[config.mk]
export PLATFORM = sky130hd
export DESIGN_NAME = tune_decoder
export DESIGN_NICKNAME = d
export VERILOG_FILES = /design/src/rtl/tune_pkg.sv /design/src/rtl/tune_sig_matcher.sv /design/src/rtl/tune_decoder.sv
export SDC_FILE = /design/constraint.sdc
export NUM_CORES = 1
export LEC_CHECK = 0
export ABC_AREA = 1
export BUFFER_PORTS_ARGS = -buffer_cell sky130_fd_sc_hd__buf_2
export CORE_UTILIZATION = 50
export CTS_CLUSTER_DIAMETER = 150
export DETAILED_ROUTE_END_ITERATION = 10
export PLACE_DENSITY = 0.69
export SLEW_MARGIN = 0
export SYNTH_ARGS = -nofsm -noshare
export SYNTH_HDL_FRONTEND = slang
export SYNTH_HIERARCHICAL = 1
export SYNTH_SLANG_ARGS = --single-unit
[constraint.sdc]
create_clock -name clk16Hz -period 7.95 [get_ports clk16Hz]
set_input_delay 1.1925 -clock clk16Hz [delete_from_list [all_inputs] [get_ports clk16Hz]]
set_output_delay 1.1925 -clock clk16Hz [all_outputs]
set_load 0.01 [all_outputs]
[src/rtl/tune_pkg.sv]
// Shared constants for the tune decoder: melody IDs, the signature ROM
// and the per-melody note-code ranges.
package tune_pkg;

  localparam int NOTE_W = 5;

  typedef logic [NOTE_W-1:0] code_t;

  localparam logic [1:0] TUNE_TWINKLE = 2'd0;
  localparam logic [1:0] TUNE_ASC     = 2'd1;
  localparam logic [1:0] TUNE_DESC    = 2'd2;

  localparam code_t SIG [3][7] = '{
    '{5'd8,  5'd8,  5'd12, 5'd12, 5'd13, 5'd13, 5'd12},
    '{5'd1,  5'd2,  5'd3,  5'd4,  5'd5,  5'd6,  5'd7},
    '{5'd21, 5'd20, 5'd19, 5'd18, 5'd17, 5'd16, 5'd15}
  };

  localparam code_t CODE_MIN [3] = '{5'd8,  5'd1, 5'd15};
  localparam code_t CODE_MAX [3] = '{5'd13, 5'd7, 5'd21};

  function automatic code_t sig_code(input logic [1:0] m,
                                     input logic [2:0] i);
    code_t r;
    r = '0;
    if (m != 2'd3 && i != 3'd7) r = SIG[m][i];
    return r;
  endfunction

  function automatic logic in_range(input logic [1:0] m,
                                    input code_t c);
    logic r;
    r = 1'b0;
    if (m != 2'd3) r = (c >= CODE_MIN[m]) && (c <= CODE_MAX[m]);
    return r;
  endfunction

endpackage

[src/rtl/tune_sig_matcher.sv]
// Tracks how far the onset stream has progressed through one melody's
// signature; a clear restarts it from zero in the same tick.
module tune_sig_matcher
  import tune_pkg::*;
#(
  parameter logic [1:0] MELODY = TUNE_TWINKLE,
  parameter int         LEN    = 7
) (
  input  logic       clk16Hz,
  input  logic       rst,
  input  logic       i_onset,
  input  code_t      i_code,
  input  logic       i_freeze,
  input  logic       i_clear,
  output logic [2:0] o_idx,
  output logic       o_done
);

  localparam logic [2:0] LAST = 3'(LEN - 1);

  logic [2:0] r_idx;
  logic [2:0] w_base;
  logic [2:0] w_nxt;
  code_t      w_exp;
  logic       w_step;
  logic       w_hit;

  always_comb begin
    w_base = i_clear ? 3'd0 : r_idx;
    w_exp  = sig_code(MELODY, w_base);
    w_step = i_onset && !i_freeze;
    w_hit  = (i_code == w_exp);
    w_nxt  = w_base;
    if (w_step) begin
      if (w_hit)
        w_nxt = w_base + 3'd1;
      else if (i_code == sig_code(MELODY, 3'd0))
        w_nxt = 3'd1;
      else
        w_nxt = 3'd0;
    end
  end

  always_ff @(posedge clk16Hz or posedge rst) begin
    if (rst) r_idx <= 3'd0;
    else     r_idx <= w_nxt;
  end

  assign o_idx  = r_idx;
  assign o_done = w_step && w_hit && (w_base == LAST);

endmodule

[src/rtl/tune_decoder.sv]
// Identifies which melody the sequencer is playing from its 16 Hz
// note-code stream and reports a locked melody ID.
module tune_decoder
  import tune_pkg::*;
#(
  parameter int SILENCE = 24,
  parameter int SIG_LEN = 7
) (
  input  logic        clk16Hz,
  input  logic        rst,
  input  logic        en,
  input  logic [4:0]  tune,
  output logic        id_valid,
  output logic [1:0]  tune_id,
  output logic        onset,
  output logic [4:0]  note,
  output logic        silent
);

  localparam logic [4:0] SIL = 5'(SILENCE);

  code_t      r_prev;
  logic [4:0] r_cnt;
  logic [1:0] r_tune_id;
  logic       r_onset;
  code_t      r_note;
  logic       r_silent;

  logic       w_onset;
  logic [4:0] w_cnt_nxt;
  logic       w_sil_hit;
  logic       w_lock;
  logic       w_oor;
  logic       w_freeze;
  logic       w_clear;
  logic       w_m_onset;
  logic [2:0] w_done;
  logic [2:0] w_idx [3];
  logic [1:0] w_hit_id;

  always_comb begin
    w_onset   = (tune != '0) && (tune != r_prev);
    w_cnt_nxt = '0;
    if (tune == '0)
      w_cnt_nxt = (r_cnt >= SIL) ? SIL : r_cnt + 5'd1;
    w_sil_hit = (w_cnt_nxt == SIL);
    w_lock    = (w_idx[0] == 3'd7) || (w_idx[1] == 3'd7)
             || (w_idx[2] == 3'd7);
    // Leaving the locked melody's range restarts matching on this onset.
    w_oor     = w_lock && w_onset && !in_range(r_tune_id, tune);
    w_freeze  = w_lock && !w_oor;
    w_clear   = !en || w_sil_hit || w_oor;
    w_m_onset = en && w_onset;
    w_hit_id  = TUNE_TWINKLE;
    if (w_done[1]) w_hit_id = TUNE_ASC;
    if (w_done[2]) w_hit_id = TUNE_DESC;
  end

  for (genvar g = 0; g < 3; g++) begin : g_match
    tune_sig_matcher #(
      .MELODY (2'(g)),
      .LEN    (SIG_LEN)
    ) u_match (
      .clk16Hz  (clk16Hz),
      .rst      (rst),
      .i_onset  (w_m_onset),
      .i_code   (tune),
      .i_freeze (w_freeze),
      .i_clear  (w_clear),
      .o_idx    (w_idx[g]),
      .o_done   (w_done[g])
    );
  end

  always_ff @(posedge clk16Hz or posedge rst) begin
    if (rst) begin
      r_prev    <= '0;
      r_cnt     <= SIL;
      r_tune_id <= TUNE_TWINKLE;
      r_onset   <= 1'b0;
      r_note    <= '0;
      r_silent  <= 1'b1;
    end else if (!en) begin
      r_prev    <= '0;
      r_cnt     <= SIL;
      r_tune_id <= TUNE_TWINKLE;
      r_onset   <= 1'b0;
      r_note    <= '0;
      r_silent  <= 1'b1;
    end else begin
      r_prev   <= tune;
      r_cnt    <= w_cnt_nxt;
      r_onset  <= w_onset;
      r_silent <= w_sil_hit;
      if (w_onset) r_note <= tune;
      if (|w_done) r_tune_id <= w_hit_id;
    end
  end

  assign id_valid = w_lock;
  assign tune_id  = r_tune_id;
  assign onset    = r_onset;
  assign note     = r_note;
  assign silent   = r_silent;

endmodule

==> run_results.csv, run 1 <==
group,metric,value,unit
floorplanning,start_util,53.5,%
logic_synthesis,yosys_most_used_dff,"dfrtp_1",
global_route,grt_pass1_vias,2018,
floorplanning,rows,24,
clock_tree,htree_levels,1,
timing,drv_slew,0,
outcome,violations,"DRC",
logic_synthesis,synth_simple_gate_area_share,42.0,%
global_route,grt_first_pass_wirelength,8980,microns
logic_synthesis,async_flop_share,100,%
global_route,grt_max_degree,20,
timing,fmax,0.242,GHz
cells_and_area,fillers,449,
placed_design,io_buffers,17,
timing,skew,0.00315,ns
logic_synthesis,synth-compound-area-share,4.10,%
routing,route.detailed.drc,1,
logic_synthesis,syn_area_per_cell,6.88,sq um
floorplanning,io_pins,18,
global_route,overflow,0,
power_and_ir_drop,p_per_area,120,nW/um^2
power_and_ir_drop,p_leak,0.00151,uW
global_route,antenna_found_initial,0,
logic_synthesis,syn_nets,380,
placed_design,gp_congestion,1.01,
worst_setup_path,required,8.11,ns
global_route,grt_usage,22.2,%
logic_synthesis,synth_top_area_share,26.0,%
logic_synthesis,yosys.area_share.adder,11.4,%
floorplanning,core,4500,sq um
cells_and_area,final_common_cell,"nand2_1",
routing,via_per_inst,5.09,
logic_synthesis,synth_area_leader_cell,"dfrtp_1",
global_route,grt_util_met3,2.53,%
routing,dr.pass1.iters,7,
timing,period_share,51.9,%
placed_design,dp_slack,3.54,ns
worst_setup_path,worstSetupEndpointType,"flip-flop",
global_route,grt.busiest_layer,"met2",
cells_and_area,seq_area,704,sq um
timing,setup_violations,0,
worst_setup_path,critical_path_class,"in2reg",
worst_setup_path,path_max_fanout,11,
worst_setup_path,reg2reg_from,"tune_id[0]$_DFFE_PP0P_",
placed_design,dpl.hpwl,3910,microns
timing,worst_slack,3.82,ns
routing,postRouteAntennaNets,0,
timing,hold_viol_final,0,
timing,fin_crit,4.13,ns
logic_synthesis,synthXorXnorAreaFrac,0.364,%
flow_run,drv_cap,0,
floorplanning,die_w,71.4,microns
global_route,met2_usage,38.4,%
routing,drt_iter0_markers,100,
floorplanning,die_area,5100,sq um
cells_and_area,syn_to_final_growth,8.68,%
timing,tns,0,ns
hold_path,min_from,"note[2]$_DFFE_PP0P_",
clock_tree,clkLatencyLatePin,0.28,ns
worst_setup_path,r2r_cells,27,
logic_synthesis,synth.cell_area,2410,sq um
routing,routedWlPerCell,11.9,microns
hold_path,min_path_cells,2,
logic_synthesis,seq_area_frac_synth,29.2,%
routing,vias,2141,
routing,drt_wl_total,5020,microns
worst_setup_path,worstSetupStartpointType,"input port",
logic_synthesis,syn_inst,350,
cells_and_area,num-nets-final,400,
clock_tree,cts-hold-fix-buffers,0,
clock_tree,cts_resized,0,
cells_and_area,layout-drive-gt1-share,19.0,%
clock_tree,cts_tree,"built",
clock_tree,clock-sinks,28,
cells_and_area,n_antenna_cell,0,
power_and_ir_drop,peakVddDrop,94.9,uV
timing,tightest_slew,0.723,ns
worst_setup_path,critPathArrivalTime,4.29,ns
timing,rsz0062_at_grt,"no",
logic_synthesis,synthMuxAreaShare,0,%
outcome,status,"finished, violations left",
floorplanning,dieHeight,71.4,microns
logic_synthesis,yosysWarnings,6,
clock_tree,cts_setup_buffers,0,
cells_and_area,multi_input_area,1390,sq um
clock_tree,cts-root-buf,"clkbuf_8",
logic_synthesis,ys_top_cells_by_area,"dfrtp_1, nand2_1, ha_1",
timing,max_slew_margin,51.8,%
cells_and_area,final_cell_mix,"nand2_1, inv_1, nand3_1, nor2_1, dfrtp_1",
clock_tree,path_clk_slew,0.10,ns
logic_synthesis,ys_ff_latch,28,
logic_synthesis,synth_top_family_by_area,"simple AND/OR/NAND/NOR gates",
global_route,use_met1,29.0,%
clock_tree,cts_buffers,3,
logic_synthesis,synth-edff-count,0,
worst_setup_path,crit_start,"tune[4]",
logic_synthesis,ys_types,32,
clock_tree,cts.path.max_buffers,2,
hold_path,hp-class,"reg2reg",
## synthesized netlist by cell type, types with 2 or more instances
library cell,n
nand3b_1,3
and3_1,2
nor4_1,3
ha_1,22
dfstp_2,3
nor3_1,2
inv_2,7
a21oi_1,4
inv_4,2
nor3_2,2
nand3_1,28
nand2_4,3
inv_1,69
nor2_2,4
o21ai_1,4
nand3_2,3
nor2_4,7
nand4_1,9
nand2_2,15
nand2_1,90
nor2_1,27
dfrtp_1,25
o21ai_0,7
## state kept, by name, indices dropped and copies added (netlist names)
name / flops
tune_id: 2
r_cnt: 5
onset: 1
note: 5
silent: 1
r_prev: 5
g_match.u_match/o_idx: 9
## kinds of logic after synthesis
logic type | Yosys count
AND/OR/NAND/NOR | 201
flip-flops | 28
adder cells (fa/ha/maj) | 22
buffers and inverters | 80
AO/OA/AOI/OAI | 18
XOR/XNOR | 1
## report_power, final
part | switching [uW] | total, uW | internal, uW
Combinational | 36.0 | 51.3 | 15.3
Clock | 46.3 | 114 | 67.5
Sequential | 2.33 | 150 | 148
## routing by layer
| metal | vias up | part of all wire [%] |
|---|---|---|
| li1 | 1117 | - |
| met2 | 43 | 47 |
| met1 | 973 | 49 |
| met5 | - | 0 |
| met4 | 0 | 1.5 |
| met3 | 8 | 2.6 |
## worst max-delay path, stage by stage
cell     delay, ns
buf_2         0.18
ha_1          0.32
nand2_1       0.07
nor2_1        0.14
nand2_1       0.07
nand3_1       0.07
nand2_1       0.07
nand3_1       0.12
nand2_1       0.07
nand2_1       0.31
inv_2         0.09
nand2_1       0.10
inv_1         0.08
ha_1          0.20
ha_1          0.21
nor2_1        0.17
nand2_2       0.07
nand2_2       0.06
nand2_2       0.06
nor2_4        0.11
nand2_4       0.08
nor3_2        0.16
nor2_1        0.08
o21ai_0       0.17
nor2_1        0.06
## cell type report
cell class / count / area share [%]
clock inverter: 1 / 1.15
inverter: 78 / 11.4
sequential: 28 / 26.9
clock buffer: 3 / 1.58
multi-input combinational: 242 / 53.3
timing repair buffer: 17 / 3.25
tap: 52 / 2.49
## path summary, 6_finish.rpt
kind	end	slack [ns]
setup / recovery	tune_id[0]$_DFFE_PP0P_	3.82
hold / removal	note[2]$_DFFE_PP0P_	0.51
setup reg to reg	tune_id[0]$_DFFE_PP0P_	4.07
hold reg to reg	note[2]$_DFFE_PP0P_	0.51
max in group asynchronous	r_prev[3]$_DFF_PP0_	6.44
min in group asynchronous	g_match[0].u_match/o_idx[1]$_DFF_PP0_	0.80
## through the flow
stage                     power (uW)  hold WS [ns]  util, %  cell area [sq um]  std cells
after detailed placement         204         0.490     56.5               2550        417
after global placement           204         0.493     56.5               2550        417
after CTS                        319         0.524     58.1               2620        421
after floorplan                  188         0.482        -               2410        350
final                            315         0.511     58.1               2620        421
after global routing             330         0.540     58.1               2620        421
Note: power is estimated with default switching activity, not from simulation.
==> inputs of run 2 (changes only) <==
Settings changed: ABC_AREA 1 to 0, PLACE_DENSITY 0.69 to 0.7.
Clock period 7.95 ns to 4.03 ns, I/O delays scaled along.
==> run 2 against run 1 <==
The run now ends clean; die area shrank 11%; synthesized cell count shrank 36%; core utilization grew 2.6 points; largest cell class unchanged; largest power group unchanged; highest routed layer unchanged.
==> run_results.csv, run 2 <==
group,metric,value,unit
clock_tree,htree_levels,1,
routing,dr.pass1.iters,4,
timing,rsz0062_at_grt,"no",
timing,period_share,94.2,%
logic_synthesis,ys_top_cells_by_area,"dfrtp_1, ha_1, dfstp_2",
placed_design,gp_congestion,0.913,
worst_setup_path,worstSetupStartpointType,"flip-flop",
power_and_ir_drop,p_leak,0.00112,uW
routing,postRouteAntennaNets,0,
logic_synthesis,yosysWarnings,6,
worst_setup_path,reg2reg_from,"tune_id[0]$_DFFE_PP0P_",
cells_and_area,largest_reg_flops,9,
power_and_ir_drop,p_clk_share,36.3,%
logic_synthesis,yosys_most_used_dff,"dfrtp_1",
clock_tree,cts_tree,"built",
logic_synthesis,syn_inst,225,
global_route,antenna_found_initial,0,
logic_synthesis,synth.most_common_cell,"dfrtp_1",
timing,fin_crit,3.80,ns
logic_synthesis,synth_simple_gate_area_share,26.2,%
routing,routedWlPerCell,14.9,microns
power_and_ir_drop,intPower,463,uW
cells_and_area,num-nets-final,289,
logic_synthesis,synth_top_area_share,29.3,%
flow_run,drv_cap,0,
global_route,grt_first_pass_wirelength,7880,microns
timing,setup_violations,0,
floorplanning,start_util,52.6,%
worst_setup_path,worstSetupEndpointType,"flip-flop",
clock_tree,clock-sinks,28,
worst_setup_path,ff2ff_setup_slack,0.23,ns
timing,tightest_slew,0.746,ns
timing,tns,0,ns
worst_setup_path,required,4.25,ns
clock_tree,clkLatencyLatePin,0.28,ns
floorplanning,io_pins,18,
worst_setup_path,crit_end,"tune_id[1]$_DFFE_PP0P_",
worst_setup_path,crit_start,"tune_id[0]$_DFFE_PP0P_",
global_route,grt_usage,23.2,%
power_and_ir_drop,seqPwrFrac,48.0,%
worst_setup_path,critPathArrivalTime,4.01,ns
timing,max_slew_margin,50.2,%
timing,fmax,0.263,GHz
logic_synthesis,syn_nets,255,
placed_design,dpl.hpwl,3530,microns
power_and_ir_drop,power.total,617,uW
power_and_ir_drop,p_comb_share,15.7,%
cells_and_area,n_antenna_cell,0,
floorplanning,die_area,4530,sq um
cells_and_area,syn_to_final_growth,15.5,%
timing,skew,0.0103,ns
logic_synthesis,ys_types,58,
logic_synthesis,synth_top_family_by_area,"simple AND/OR/NAND/NOR gates",
worst_setup_path,worst_r2r_endpoint,"tune_id[1]$_DFFE_PP0P_",
power_and_ir_drop,power_switching_share,24.9,%
logic_synthesis,synth.cell_area,2130,sq um
hold_path,hp-class,"in2async",
logic_synthesis,synth_area_leader_cell,"dfrtp_1",
global_route,overflow,0,
routing,drt_iter0_markers,93,
cells_and_area,final_cell_mix,"dfrtp_1, ha_1, inv_1, buf_2",
clock_tree,cts-root-buf,"clkbuf_8",
worst_setup_path,critical_path_class,"reg2reg",
logic_synthesis,seq_area_frac_synth,33.0,%
routing,via_per_inst,5.75,
timing,hold_viol_final,0,
outcome,status,"finished clean",
global_route,grt_max_degree,20,
logic_synthesis,yosys.area_share.adder,12.9,%
logic_synthesis,synth_commonest_cells,"dfrtp_1, ha_1, inv_1",
routing,vias,1770,
floorplanning,core,4060,sq um
logic_synthesis,ys_ff_latch,28,
power_and_ir_drop,switchingPower,154,uW
floorplanning,die_w,67.3,microns
logic_synthesis,async_flop_share,100,%
cells_and_area,layout-drive-gt1-share,22.5,%
worst_setup_path,path_max_fanout,8,
logic_synthesis,synthMuxAreaShare,3.81,%
floorplanning,rows,23,
clock_tree,cts-hold-fix-buffers,0,
timing,drv_slew,0,
floorplanning,dieHeight,67.3,microns
logic_synthesis,syn_area_per_cell,9.48,sq um
cells_and_area,final_common_cell,"dfrtp_1",
worst_setup_path,r2r_cells,17,
placed_design,io_buffers,17,
clock_tree,path_clk_slew,0.09,ns
clock_tree,cts.path.max_buffers,2,
clock_tree,cts_buffers,3,
logic_synthesis,synth-edff-count,0,
global_route,grt_pass1_vias,1748,
logic_synthesis,synth-compound-area-share,16.1,%
power_and_ir_drop,peakVddDrop,138,uV
routing,drt_wl_total,4600,microns
power_and_ir_drop,p_per_area,250,nW/um^2
routing,route.detailed.drc,0,
logic_synthesis,synthXorXnorAreaFrac,4.11,%
==> run 2: cell count changes after synthesis, sizes merged, moves of 8 or more <==
cell and change:
nand2 -94, inv -58, nor2 -25, nand3 -23
nor2b +13, nand2b +8
==> run 2: kinds of logic (layout without fill, tap and decap cells) <==
group	after synthesis	count (layout)
fa+ha+maj	22	22
flops	28	28
simple gates	94	94
buf+inv	22	55
compound gates	41	41
xor+xnor	10	10
mux	8	8
==> run 2: stage by stage <==
stage	utilization, %	std cells	setup slack, ns	hold slack, ns	instance area [sq um]
6_report	60.7	308	0.233	0.228	2460
5_1_grt	60.7	308	0.0124	0.232	2460
4_1_cts	60.4	308	0.0913	0.222	2450
3_5_place_dp	58.6	304	0.109	0.515	2380
3_3_place_gp	58.6	304	0.125	0.506	2380
2_1_floorplan	-	225	0.224	0.358	2130
==> run 2: worst min path at each step <==
stage	cells after the start	slack (ns)	endpoint
CTS	2	0.22	g_match[0].u_match/o_idx[2]$_DFF_PP0_
finish	2	0.23	g_match[0].u_match/o_idx[2]$_DFF_PP0_
global route	2	0.23	g_match[0].u_match/o_idx[2]$_DFF_PP0_
floorplan	1	0.36	g_match[0].u_match/o_idx[0]$_DFF_PP0_
global placement	1	0.51	r_cnt[0]$_DFF_PP0_
detailed placement	1	0.51	r_cnt[0]$_DFF_PP0_
==> run 2: power groups by stage <==
| stage | sequential, uW | combinational, uW | clock [uW] |
|---|---|---|---|
| 6_report | 296 | 96.8 | 224 |
| 5_1_grt | 298 | 108 | 242 |
| 4_1_cts | 296 | 96.9 | 227 |
| 3_5_place_dp | 302 | 96.3 | 0 |
| 3_3_place_gp | 301 | 95.6 | 0 |
| 2_1_floorplan | 303 | 54.7 | 0 |
==> run 2: critical path, cell delays in order (launching register included) <==
cell and delay (ns):
dfrtp_2 0.45, inv_1 0.09, ha_1 0.17, inv_1 0.08
ha_1 0.31, a21oi_1 0.14, o221ai_1 0.12, o21a_1 0.12
o31a_1 0.30, a21o_2 0.28, nor2b_2 0.15, ha_2 0.24
nand2b_1 0.07, a211o_1 0.28, a221o_1 0.34, or2_1 0.29
nor2_2 0.18, o21a_1 0.14
==> run 2: layer usage <==
| metal | track usage [%] | wire length, microns |
|---|---|---|
| met3 | 3.55 | 168 |
| met5 | 0 | 0 |
| met4 | 7.45 | 67 |
| met1 | 29.9 | 2220 |
| met2 | 39.6 | 2140 |
==> run 2: layout make-up <==
class,instances,area [sq um]
sequential,28,706
fill,344,1590
timing repair buffer,31,190
tap,50,62.6
inverter,20,75.1
clock inverter,1,30.0
clock buffer,3,41.3
multi-input combinational,175,1360
==> run 2: repair_timing <==
action | in CTS | in global routing
setup buffers | 0 | 0
gates resized for setup | 0 | 6
setup endpoints to repair | 0 | 4
==> inputs of run 3 (changes only) <==
Settings changed: PLACE_DENSITY 0.7 to 0.69, SYNTH_HIERARCHICAL 1 to not set.
==> run 3 against run 2 <==
Largest power group unchanged; final cell count is 9.7% higher; clock skew is 0.0053 ns lower; final area is 17% higher; flip-flop and latch count stayed put; first-iteration DRC count is 6.5% higher; maximum frequency is 5.1% lower; setup slack worse by 0.20 ns.
==> run_results.csv, run 3 <==
group,metric,value,unit
worst_setup_path,worstSetupStartpointType,"flip-flop",
worst_setup_path,critPathArrivalTime,4.18,ns
cells_and_area,syn_to_final_growth,27.3,%
timing,fin_crit,4.00,ns
logic_synthesis,synth_top_area_share,27.6,%
power_and_ir_drop,p_clk_share,35.1,%
timing,fmax,0.250,GHz
logic_synthesis,syn_nets,280,
placed_design,io_buffers,17,
placed_design,gp_congestion,0.860,
routing,route.detailed.drc,0,
placed_design,dpl_cell_area,2560,sq um
global_route,overflow,0,
logic_synthesis,synth.most_common_cell,"ha_1",
floorplanning,start_util,52.0,%
timing,worst_slack,0.0280,ns
logic_synthesis,synth-edff-count,0,
power_and_ir_drop,intPower,474,uW
floorplanning,die_w,69.3,microns
cells_and_area,final_util,66.3,%
clock_tree,cts-root-buf,"clkbuf_8",
power_and_ir_drop,p_per_area,225,nW/um^2
logic_synthesis,synth.cell_area,2270,sq um
worst_setup_path,reg2reg_from,"tune_id[0]$_DFFE_PP0P_",
routing,drt_wl_total,5640,microns
logic_synthesis,synth_commonest_cells,"ha_1, dfrtp_1, inv_1, nand2_1, nor2_1",
global_route,antenna_found_initial,0,
power_and_ir_drop,p_comb_share,19.0,%
logic_synthesis,ys_types,61,
routing,dr.pass1.iters,4,
worst_setup_path,worstSetupEndpointType,"flip-flop",
clock_tree,path_clk_slew,0.10,ns
cells_and_area,fillers,358,
worst_setup_path,required,4.20,ns
timing,setup_violations,0,
logic_synthesis,synth_area_leader_cell,"dfrtp_1",
worst_setup_path,cpPeakStageDelay,0.52,ns
clock_tree,clock-sinks,28,
logic_synthesis,ys_top_cells_by_area,"dfrtp_1, ha_1, dfstp_2",
cells_and_area,design_area,2890,sq um
timing,hold_viol_final,0,
worst_setup_path,cpLargestDelayFamily,"compound AO/OA/AOI/OAI gates",
routing,routedWlPerCell,16.7,microns
worst_setup_path,path_max_fanout,6,
cells_and_area,layout-drive-gt1-share,37.1,%
outcome,status,"finished clean",
global_route,grt_pass1_vias,1938,
worst_setup_path,critical_path_class,"reg2reg",
global_route,grt_max_degree,29,
clock_tree,cts-hold-fix-buffers,0,
cells_and_area,largest_reg_flops,9,
worst_setup_path,path_buf_inv,2,
timing,period_share,99.3,%
timing,hold_ws,0.523,ns
timing,rsz0062_at_grt,"yes",
floorplanning,core,4350,sq um
timing,tns,0,ns
worst_setup_path,slowest_stage,"or4_4",
hold_path,min_from,"r_cnt[0]$_DFF_PP0_",
flow_run,drv_cap,0,
routing,postRouteAntennaNets,0,
clock_tree,cts.path.max_buffers,2,
floorplanning,dieHeight,69.3,microns
routing,via_per_inst,5.85,
worst_setup_path,crit_top_cell,"ha_4",
logic_synthesis,syn_area_per_cell,9.21,sq um
clock_tree,cts_buffers,3,
logic_synthesis,ys_ff_latch,28,
cells_and_area,final_common_cell,"buf_4",
logic_synthesis,async_flop_share,100,%
power_and_ir_drop,p_leak,0.00126,uW
power_and_ir_drop,switchingPower,175,uW
placed_design,dp_slack,-0.0465,ns
routing,drt_iter0_markers,99,
placed_design,dpl.hpwl,3910,microns
power_and_ir_drop,peakVddDrop,170,uV
global_route,grt_usage,23.5,%
worst_setup_path,crit_start,"tune_id[0]$_DFFE_PP0P_",
logic_synthesis,yosys_most_used_dff,"dfrtp_1",
clock_tree,clkLatencyLatePin,0.28,ns
floorplanning,io_pins,18,
global_route,grt_first_pass_wirelength,9180,microns
power_and_ir_drop,power_switching_share,27.0,%
logic_synthesis,yosysWarnings,0,
cells_and_area,final_cell_mix,"buf_4, dfrtp_1, buf_2, nand2_1",
routing,vias,1977,
worst_setup_path,worstPathCellList,"inv_4, ha_4, inv_4, ha_4, or4_4, a21oi_4, a2111o_1, a21oi_4, and2_4, ha_4, ha_4, or3b_4, nor3b_4, a211oi_2, a211oi_2, o31ai_4, o31a_1, o211a_1",
cells_and_area,num-nets-final,321,
logic_synthesis,seq_area_frac_synth,31.1,%
cells_and_area,n_antenna_cell,0,
floorplanning,rows,24,
hold_path,hp-class,"reg2reg",
power_and_ir_drop,seqPwrFrac,45.9,%
timing,tightest_slew,1.07,ns
floorplanning,die_area,4810,sq um
timing,max_slew_margin,28.4,%
logic_synthesis,syn_inst,246,
clock_tree,cts_tree,"built",
timing,skew,0.00506,ns
clock_tree,htree_levels,1,
timing,drv_slew,0,
## run 3: cell families (layout without fill, tap and decap cells)
logic type / Yosys count / count (layout) / synth area share, %
multiplexers: 5 / 5 / 2.26
AND/OR/NAND/NOR: 87 / 87 / 21.9
flip-flops: 28 / 28 / 31.1
buffers and inverters: 29 / 69 / 5.69
XOR/XNOR: 13 / 13 / 5.02
AO/OA/AOI/OAI: 58 / 58 / 19.7
adder cells (fa/ha/maj): 26 / 26 / 14.4
## run 3: repair_timing
item                                    4_1_cts  5_1_grt
buffers inserted                              0        7
resized for setup                             4       40
pin swaps                                     2       29
endpoints found under the setup margin        2        8
## run 3: cell type report
type                    count  area (sq um)  share of cell area, %
clock buffers               3          41.3                   1.43
clock inverters             1          30.0                   1.04
inverters                  20          81.3                   2.82
multi-input cells         189          1650                   57.3
flip-flops and latches     28           707                   24.5
well taps                  52          65.1                   2.25
repair buffers             45           307                   10.6
## run 3: per-stage QoR
| stage | power (uW) | instances |
|---|---|---|
| final | 650 | 338 |
| after global routing | 682 | 338 |
| after global placement | 411 | 327 |
| after floorplan | 375 | 246 |
| after detailed placement | 413 | 327 |
| after CTS | 646 | 331 |
## run 3: power groups by stage
stage / clock network (uW) / logic [uW] / registers (uW)
after floorplan: 0 / 70.0 / 305
after global placement: 0 / 108 / 303
after detailed placement: 0 / 109 / 304
after CTS: 235 / 112 / 298
after global routing: 247 / 135 / 300
final: 228 / 123 / 299
## run 3: final timing paths
check / end / slack [ns] / cells past startpoint
worst max-delay path: tune_id[0]$_DFFE_PP0P_ / 0.03 / 18
worst max register to register: tune_id[0]$_DFFE_PP0P_ / 0.03 / 18
min in group asynchronous: note[3]$_DFFE_PP0P_ / 0.57 / 2
max in group asynchronous: tune_id[1]$_DFFE_PP0P_ / 2.74 / 2
worst min-delay path: r_cnt[0]$_DFF_PP0_ / 0.52 / 1
worst min register to register: r_cnt[0]$_DFF_PP0_ / 0.52 / 1
## run 3: per-layer routing
metal	GRT usage, %	vias to the layer above	part of all wire, %
met4	5.67	0	1.3
met3	2.76	8	2.5
met5	0	-	0
met1	32.1	976	45
li1	-	959	-
met2	39.6	34	51
